===== src/rtl/uart_tx_arbiter.sv =====
// Round-robin arbiter sharing one UART transmitter among NUM_REQ byte sources.
// Optional frame locking (req_last) is compiled in with `define UART_ARB_LOCK_EN.
module uart_tx_arbiter #(
  parameter int unsigned NUM_REQ      = 4,
  parameter int unsigned DATA_BITS    = 8,
  parameter int unsigned DONE_TIMEOUT = 65535
) (
  input  logic                           clk,
  input  logic                           rst_n,
  input  logic [NUM_REQ-1:0]             req_valid,
  input  logic [NUM_REQ*DATA_BITS-1:0]   req_data,
  input  logic [NUM_REQ-1:0]             req_last,
  output logic [NUM_REQ-1:0]             req_ready,
  output logic [NUM_REQ-1:0]             grant,
  output logic                           tx_start,
  output logic [DATA_BITS-1:0]           tx_data,
  input  logic                           tx_busy,
  input  logic                           tx_done,
  output logic                           timeout_err
);

  localparam int unsigned PTR_W = (NUM_REQ > 1) ? $clog2(NUM_REQ) : 1;
  localparam int unsigned CNT_W = (DONE_TIMEOUT > 1) ? $clog2(DONE_TIMEOUT) : 1;

  localparam logic [1:0] IDLE      = 2'd0;
  localparam logic [1:0] START     = 2'd1;
  localparam logic [1:0] WAIT_BUSY = 2'd2;
  localparam logic [1:0] WAIT_DONE = 2'd3;

  logic [1:0]           state, state_d;
  logic [NUM_REQ-1:0]   grant_d;
  logic [DATA_BITS-1:0] tx_data_d;
  logic                 tx_start_d, timeout_d;
  logic [PTR_W-1:0]     last, last_d;
  logic                 lock, lock_d;
  logic [CNT_W-1:0]     cnt, cnt_d;

  logic [NUM_REQ-1:0]   cand;
  logic                 found;
  logic [PTR_W-1:0]     win, pos;
  logic                 wd_expire;

  // Round-robin scan starting just after the previous owner
  always_comb begin
    cand = req_valid;
`ifdef UART_ARB_LOCK_EN
    if (lock) cand = req_valid & (NUM_REQ'(1) << last);
`endif
    found = 1'b0;
    win   = last;
    pos   = '0;
    for (int unsigned k = 1; k <= NUM_REQ; k++) begin
      pos = PTR_W'((32'(last) + k) % NUM_REQ);
      if (!found && cand[pos]) begin
        found = 1'b1;
        win   = pos;
      end
    end
  end

`ifndef UART_ARB_LOCK_EN
  logic unused_last;
  assign unused_last = ^req_last;
`endif

  assign wd_expire = (DONE_TIMEOUT != 0) && (cnt == CNT_W'(DONE_TIMEOUT - 1));
  assign req_ready = (rst_n && state == IDLE && found) ? (NUM_REQ'(1) << win) : '0;

  // Next-state and registered-output values
  always_comb begin
    state_d    = state;
    grant_d    = grant;
    tx_data_d  = tx_data;
    last_d     = last;
    lock_d     = lock;
    cnt_d      = cnt;
    tx_start_d = 1'b0;
    timeout_d  = 1'b0;
    case (state)
      IDLE: begin
        if (found) begin
          tx_data_d  = req_data[win*DATA_BITS +: DATA_BITS];
          grant_d    = NUM_REQ'(1) << win;
          last_d     = win;
          tx_start_d = 1'b1;
          state_d    = START;
`ifdef UART_ARB_LOCK_EN
          lock_d     = ~req_last[win];
`else
          lock_d     = 1'b0;
`endif
        end
      end
      START: begin
        cnt_d   = '0;
        state_d = WAIT_BUSY;
      end
      WAIT_BUSY, WAIT_DONE: begin
        cnt_d = cnt + CNT_W'(1);
        // Completion beats a watchdog expiry in the same cycle
        if (tx_done) begin
          state_d = IDLE;
          if (!lock) grant_d = '0;
        end else if (wd_expire) begin
          state_d   = IDLE;
          grant_d   = '0;
          lock_d    = 1'b0;
          timeout_d = 1'b1;
        end else if (state == WAIT_BUSY && tx_busy) begin
          state_d = WAIT_DONE;
        end
      end
      default: state_d = IDLE;
    endcase
  end

  always_ff @(posedge clk or negedge rst_n) begin
    if (!rst_n) begin
      state       <= IDLE;
      grant       <= '0;
      tx_data     <= '0;
      tx_start    <= 1'b0;
      timeout_err <= 1'b0;
      last        <= PTR_W'(NUM_REQ - 1);
      lock        <= 1'b0;
      cnt         <= '0;
    end else begin
      state       <= state_d;
      grant       <= grant_d;
      tx_data     <= tx_data_d;
      tx_start    <= tx_start_d;
      timeout_err <= timeout_d;
      last        <= last_d;
      lock        <= lock_d;
      cnt         <= cnt_d;
    end
  end

endmodule


===== config.mk =====
export PLATFORM = sky130hd
export DESIGN_NAME = uart_tx_arbiter
export DESIGN_NICKNAME = d
export VERILOG_FILES = /design/src/rtl/uart_tx_arbiter.sv
export SDC_FILE = /design/constraint.sdc
export NUM_CORES = 1
export LEC_CHECK = 0
export CORE_MARGIN = 4
export CORE_UTILIZATION = 41
export DETAILED_ROUTE_END_ITERATION = 8
export MAX_ROUTING_LAYER = met4
export PLACE_DENSITY = 0.75
export SETUP_SLACK_MARGIN = 0.5
export SLEW_MARGIN = 20
export SYNTH_ARGS = -nofsm -noshare
export SYNTH_HDL_FRONTEND = slang
export SYNTH_SLANG_ARGS = --single-unit
export TNS_END_PERCENT = 5

===== constraint.sdc =====
create_clock -name clk -period 1.65 [get_ports clk]
set_input_delay 0.33 -clock clk [delete_from_list [all_inputs] [get_ports clk]]
set_output_delay 0.33 -clock clk [all_outputs]
set_load 0.05 [all_outputs]

==> results by group, run 1 <==
Status
  – Outcome: finished, violations left
  – Failing checks: setup timing

Setup path
  – Critical Path Fanout Max: 4
  – Critical path buffer and inverter count: 2
  – WP data required: approximately 1300 ps
  – CP max stage delay: around 580 ps
  – Slowest-stage cell, CP: dfstp_2
  – Kind of critical path: reg -> out
  – Most Frequent Cell on Critical Path: nor3_4
  – Setup crit start kind: flop
  – Delay-heaviest family, CP: flip-flops
  – Worst EP arrival: 1750 ps
  – Worst path cell trace: nor2b_2 > o21a_1 > nor3_4 > buf_4 > nor3_4 > buf_12
  – Critical path endpoint category: primary output

Clock network
  – CTS tree: yes
  – Clk slew on worst S/H paths: around 70 ps
  – Clock Latency Late Sink: 290 ps
  – CTS Sinks: 34
  – Root Driver: clkbuf_8
  – CTS H-tree depth: 2
  – CTS Hold Bufs: 0
  – Clk buf depth: 2
  – CTS Buf Count: 5

Timing
  – Worst Tran Pin Value: about 430 ps
  – Fin crit share: 126%
  – FMAX: ~0.48 GHz
  – Max-slew violations: 0
  – RSZ-0062 raised after global routing: yes
  – Final setup vio count: 12
  – Setup TNS: -3030 ps
  – Hold slack: 471 ps
  – Setup WS post-layout: -428 ps
  – Final Hold Vio Count: 0
  – Slew HR: 71.6%
  – Clk_skew: 7.24 ps
  – Tmin final: roughly 2100 ps

Yosys
  – Number of distinct library cells after synthesis: 32
  – Multiplexer share of the synthesized area: under 10%
  – Synth Cell Area: about 1900 um2
  – Yosys warns: 0
  – Synthesized flop and latch total: 34
  – Avg Inst Size Synth: ~9.5 um2
  – Synth Area in Compound Gates: 19.7%
  – Sequential element share of the synthesized area: between 40% and 50%
  – Leading area contributor after synthesis: dfrtp_1
  – Largest family of logic cells by synthesized area: simple AND/OR/NAND/NOR gates
  – Synth Area in Adders: around 1.3%
  – Area contributors post-synth: dfrtp_1 42%, mux2i_1 7.9%, nand2_1 6.1%, o31ai_1 4.3%, nand4_1 3.9%
  – XOR/XNOR Fraction of Synth Area: 1.38%
  – Synth top area share: between 40% and 50%
  – Simple-gate share of the synthesized area: a little over a fifth
  – Post-Syn Nets: about 250
  – Mapped Cells: 201

Place
  – Final GP Congestion: between 0.8 and 0.9
  – DP Area: roughly 2900 um2
  – Port bufs: 57
  – Dpl ws: -609 ps
  – Final HPWL DP: between 4000 and 5000 um

Finish
  – Commonest non-fill, non-tap cell in the layout: buf_4
  – Nets: 350
  – Final instance area: 3300 um2
  – Area Overhead vs Synth: 73.8%
  – ANT cells: 0
  – Most frequent cells in the layout: 38 x buf_4, 35 x clkdlybuf4s50_1, 32 x dfrtp_1, 27 x nand2_1, 21 x buf_6
  – Fraction of layout cells with a size suffix above 1: around two fifths

Routing
  – DR vias: 1966
  – DRC: 0
  – Vias/cell: roughly 5.5
  – Drt first-iter violations: between 100 and 150
  – WL final: roughly 5800 um
  – DRT antenna net count: 0
  – Drt pass-1 iters: 4
  – Wirelength per Cell: between 15 and 20 um

Pwr
  – Power Dens Cells: roughly 1600 nW/um2
  – Peak supply drop: between 0.9 and 1 mV
  – Total power: 0.00516 W
  – Leak: between 1 and 1.5 nW

Floorplan
  – Ports: 62
  – Die H: around 76 um
  – Rows: 24
  – Die Area: between 5000 and 6000 um2
  – Placeable Area: about 4400 um2
  – Die Wd: ~76 um
  – Starting Density: 43.1%

Global routing
  – Largest net degree at the start of global routing: 35
  – Number of global-route vias before repair: between 2k and 2.5k
  – Initial antenna violation count: 0
  – Global-route wire length before repair: approximately 9500 um
  – Overall routing resource usage: between 20 and 25%
  – Grt ovf: 0

Min path
  – Hold WC Path Type: reg -> reg

Flow run
  – Max Cap Viol: 0
-- routing by layer --
metal	share of wire, %	vias up	global-route usage, %
li1	-	956	-
met1	45	948	25.9
met2	49	52	33.0
met3	4.4	10	3.66
met4	2.0	0	7.34
met5	0	-	-
-- worst reg2reg max path, stage by stage (launching register included) --
cell      delay [ps]
dfstp_2          580
nor2b_2           70
o21a_1           220
nor3_4           250
buf_4            170
buf_12           130
mux2i_1          230
o211ai_1         110
-- timing repair --
action / 4_1_cts / 5_1_grt
pin swaps: 34 / 29
buffers inserted: 6 / 1
gates resized for setup: 67 / 14
endpoints found under the setup margin: 47 / 48
-- power breakdown --
| group | switching, W | internal (W) | leakage, nW |
|---|---|---|---|
| combinational | 0.00179 | 0.00148 | 0.986 |
| clock | 0.000298 | 0.000336 | 0.0482 |
| sequential | 0.000187 | 0.00107 | 0.445 |
| total | 0.00227 | 0.00289 | 1.48 |
-- layout make-up --
class / instances / area (um2)
Timing Repair Buffer: 105 / 1040
Clock buffer: 7 / 86.3
Tap cell: 52 / 65.1
Sequential cell: 34 / 853
Multi-Input combinational cell: 152 / 1220
Clock inverter: 1 / 5.00
Inverter: 6 / 30.0
Fill cell: 299 / 1110
-- synth_stat cells (all sizes together) --
library cell / instances
and4: 2
buf: 4
xor2: 2
a22o: 2
nand4: 12
o31ai: 11
dfrtp: 32
xnor2: 1
o21ai: 13
ha: 2
a21oi: 1
o21a: 2
and2: 2
a211o: 8
nor2b: 2
nand2b: 3
o211ai: 10
nor3: 7
clkbuf: 5
nor2: 8
nand3: 11
o221ai: 1
a21o: 2
mux2i: 15
and3: 2
dfstp: 2
o2bb2ai: 2
inv: 6
nand2: 31
-- metrics by stage --
| stage | util [%] | std cells |
|---|---|---|
| 2_1_floorplan | - | 201 |
| 3_3_place_gp | 65.3 | 342 |
| 3_5_place_dp | 65.3 | 342 |
| 4_1_cts | 73.6 | 356 |
| 5_1_grt | 74.8 | 357 |
| 6_report | 74.8 | 357 |
-- registers in the layout, indices dropped and copies added (netlist names) --
signal and cells:
tx_start 1, timeout_err 1, state 2, tx_data 8
grant 4, last 2, cnt 16
-- cell families after synthesis --
kind of cell    Yosys count
compound gates           52
flops                    34
fa+ha+maj                 2
buf+inv                  15
xor+xnor                  3
mux                      15
simple gates             80
-- final timing paths --
path,start,endpoint,slack [ps],cells past startpoint
max,last[0],req_ready[3],-430,6
min,cnt[13],cnt[13],470,1
max reg2reg,last[0],tx_data[4],-220,7
min reg2reg,cnt[13],cnt[13],470,1
max in group asynchronous,rst_n,last[1],750,2
min in group asynchronous,rst_n,cnt[9],570,2
Note: power is estimated with default switching activity, not from simulation.
==> run 2: changes to the inputs <==
==> constraint.sdc (replaced) <==
create_clock -name clk -period 1.7 [get_ports clk]
set_input_delay 0.34 -clock clk [delete_from_list [all_inputs] [get_ports clk]]
set_output_delay 0.34 -clock clk [all_outputs]
set_load 0.05 [all_outputs]
==> run 2 against run 1 <==
  * The flow still finishes with violations (setup timing)
  * Via count increased by 2.6%
  * Clock-buffer cell count decreased by 2
  * Critical endpoint is now req_ready[2]
  * Sequential share of layout area decreased by 0.071 points
==> results by group, run 2 (synthesis gave the netlist of run 1 again) <==
Status
  – Outcome: finished, violations left
  – Failing checks: setup timing

Setup path
  – Critical Path Fanout Max: 3
  – Most Frequent Cell on Critical Path: buf_12
  – Worst path cell trace: nand2b_4 > buf_12 > a21o_1 > nand3_4 > nor3_4 > buf_12
  – Setup crit start kind: flop
  – Critical path endpoint category: primary output
  – WP data required: ~1400 ps
  – Reg-to-reg critical path startpoint: last[0]
  – Critical path buffer and inverter count: 2
  – RR Endpoint: tx_data[5]
  – Reg2Reg Depth: 8
  – CP max stage delay: approximately 580 ps
  – R2R Setup Slk: -240 ps
  – Slowest-stage cell, CP: dfstp_2
  – Kind of critical path: reg -> out
  – Worst EP arrival: ~1800 ps
  – Delay-heaviest family, CP: flip-flops

Clock network
  – Clk slew on worst S/H paths: 80 ps
  – CTS H-tree depth: 2
  – CTS tree: yes
  – Clock Latency Late Sink: 290 ps
  – CTS Hold Bufs: 0
  – Clk buf depth: 2
  – CTS Sinks: 34
  – CTS Buf Count: 5
  – Root Driver: clkbuf_8

Min path
  – Hold Startpoint: cnt[13]
  – Hold path depth: 1
  – Worst Hold Path EP: cnt[13]
  – Hold WC Path Type: reg -> reg

Routing
  – Wirelength per Cell: roughly 18 um
  – Drt pass-1 iters: 4
  – DRC: 0
  – DR vias: between 2k and 2.5k
  – DRT antenna net count: 0
  – Drt first-iter violations: 83
  – WL final: ~6200 um
  – Vias/cell: between 5 and 6

Floorplan
  – Die H: ~76 um
  – Die Wd: roughly 76 um
  – Placeable Area: around 4400 um2
  – Ports: between 60 and 70
  – Rows: 24
  – Starting Density: 43.1%
  – Die Area: ~5800 um2

Pwr
  – Peak supply drop: around 0.75 mV
  – Leak: approximately 1.5 nW
  – Power Dens Cells: around 1600 nW/um2

Timing
  – Slew HR: 71.3%
  – Max-slew violations: 0
  – Clk_skew: between 8 and 9 ps
  – Setup WS post-layout: -444 ps
  – Tmin final: 2140 ps
  – Fin crit share: 126%
  – RSZ-0062 raised after global routing: yes
  – Final Hold Vio Count: 0
  – Hold slack: approximately 480 ps
  – Worst Tran Pin Value: between 400 and 500 ps
  – FMAX: ~0.47 GHz
  – Final setup vio count: 14
  – Setup TNS: -3290 ps

Finish
  – Area Overhead vs Synth: 74.8%
  – Biggest regs: cnt (16), tx_data (8), grant (4)
  – Non-filler instance count after layout: between 300 and 400
  – Filler Cell Count: roughly 300
  – Largest register FFs: 16
  – ANT cells: 0
  – Fraction of layout cells with a size suffix above 1: between 40% and 50%
  – Most frequent cells in the layout: 35 x clkdlybuf4s50_1, 35 x buf_4, 30 x dfrtp_1, 26 x nand2_1, 22 x buf_6
  – Nets: ~350
  – Biggest register: cnt

Global routing
  – Largest net degree at the start of global routing: 35
  – Grt ovf: 0
  – Initial antenna violation count: 0
  – Number of global-route vias before repair: between 2k and 2.5k
  – Global-route wire length before repair: 10100 um
  – Overall routing resource usage: 22.0%

Place
  – Final GP Congestion: 0.872
  – Placed Cells: ~340
  – Dpl ws: -511 ps
  – Final HPWL DP: between 4000 and 5000 um
  – Port bufs: 57

Flow run
  – Max Cap Viol: 0
==> run 2: changes by cell type in the layout (fill, tap and decap cells not counted), sizes merged <==
cell | previous run | this run
buf | 66 | 63
clkbuf | 7 | 5
bufinv | 0 | 1
clkinv | 1 | 2
==> run 2: where the power goes <==
| group | leakage [nW] | internal (W) | switching [W] |
|---|---|---|---|
| Clock | 0.0579 | 0.000432 | 0.000315 |
| Sequential | 0.442 | 0.00104 | 0.000206 |
| Combinational | 0.958 | 0.00142 | 0.00176 |
==> run 2: worst max-delay path by stage <==
stage | from | end | slack, ps | cells after the start
after floorplan | last[1] | req_ready[3] | -210 | 6
after global placement | req_valid[1] | tx_data[6] | -480 | 7
after detailed placement | req_valid[1] | tx_data[6] | -510 | 7
after CTS | last[0] | req_ready[2] | -420 | 6
after global routing | last[0] | req_ready[2] | -500 | 6
final | last[0] | req_ready[2] | -440 | 6
==> run 2: layer usage <==
layer	up-vias	share of wire, %	routed length (um)	GRT usage, %
met3	16	5.0	307	4.49
met1	991	39	2440	26.6
met4	0	2.9	177	8.39
li1	948	-	-	-
met5	-	0	0	-
met2	63	53	3280	35.9
==> run 2: final cells by class <==
cell class | count | area (um2) | share of cell area [%]
Tap cell | 52 | 65.1 | 1.96
Multi-Input combinational cell | 152 | 1250 | 37.5
Timing Repair Buffer | 102 | 1020 | 30.6
Sequential cell | 34 | 856 | 25.8
Clock buffer | 5 | 68.8 | 2.07
Inverter | 6 | 30.0 | 0.904
Clock inverter | 3 | 40.0 | 1.21
==> run 2: timing repair <==
| item | CTS | global route |
|---|---|---|
| setup buffers | 8 | 1 |
| pin swaps | 29 | 24 |
| endpoints found under the setup margin | 45 | 45 |
| resized for setup | 55 | 28 |
==> run 2: through the flow <==
stage	utilization, %	area [um2]	power [W]
6_report	75.3	3320	0.00517
5_1_grt	75.3	3320	0.00547
4_1_cts	72.8	3210	0.00493
3_5_place_dp	64.4	2840	0.00383
3_3_place_gp	64.4	2840	0.00377
2_1_floorplan	-	1990	0.00285
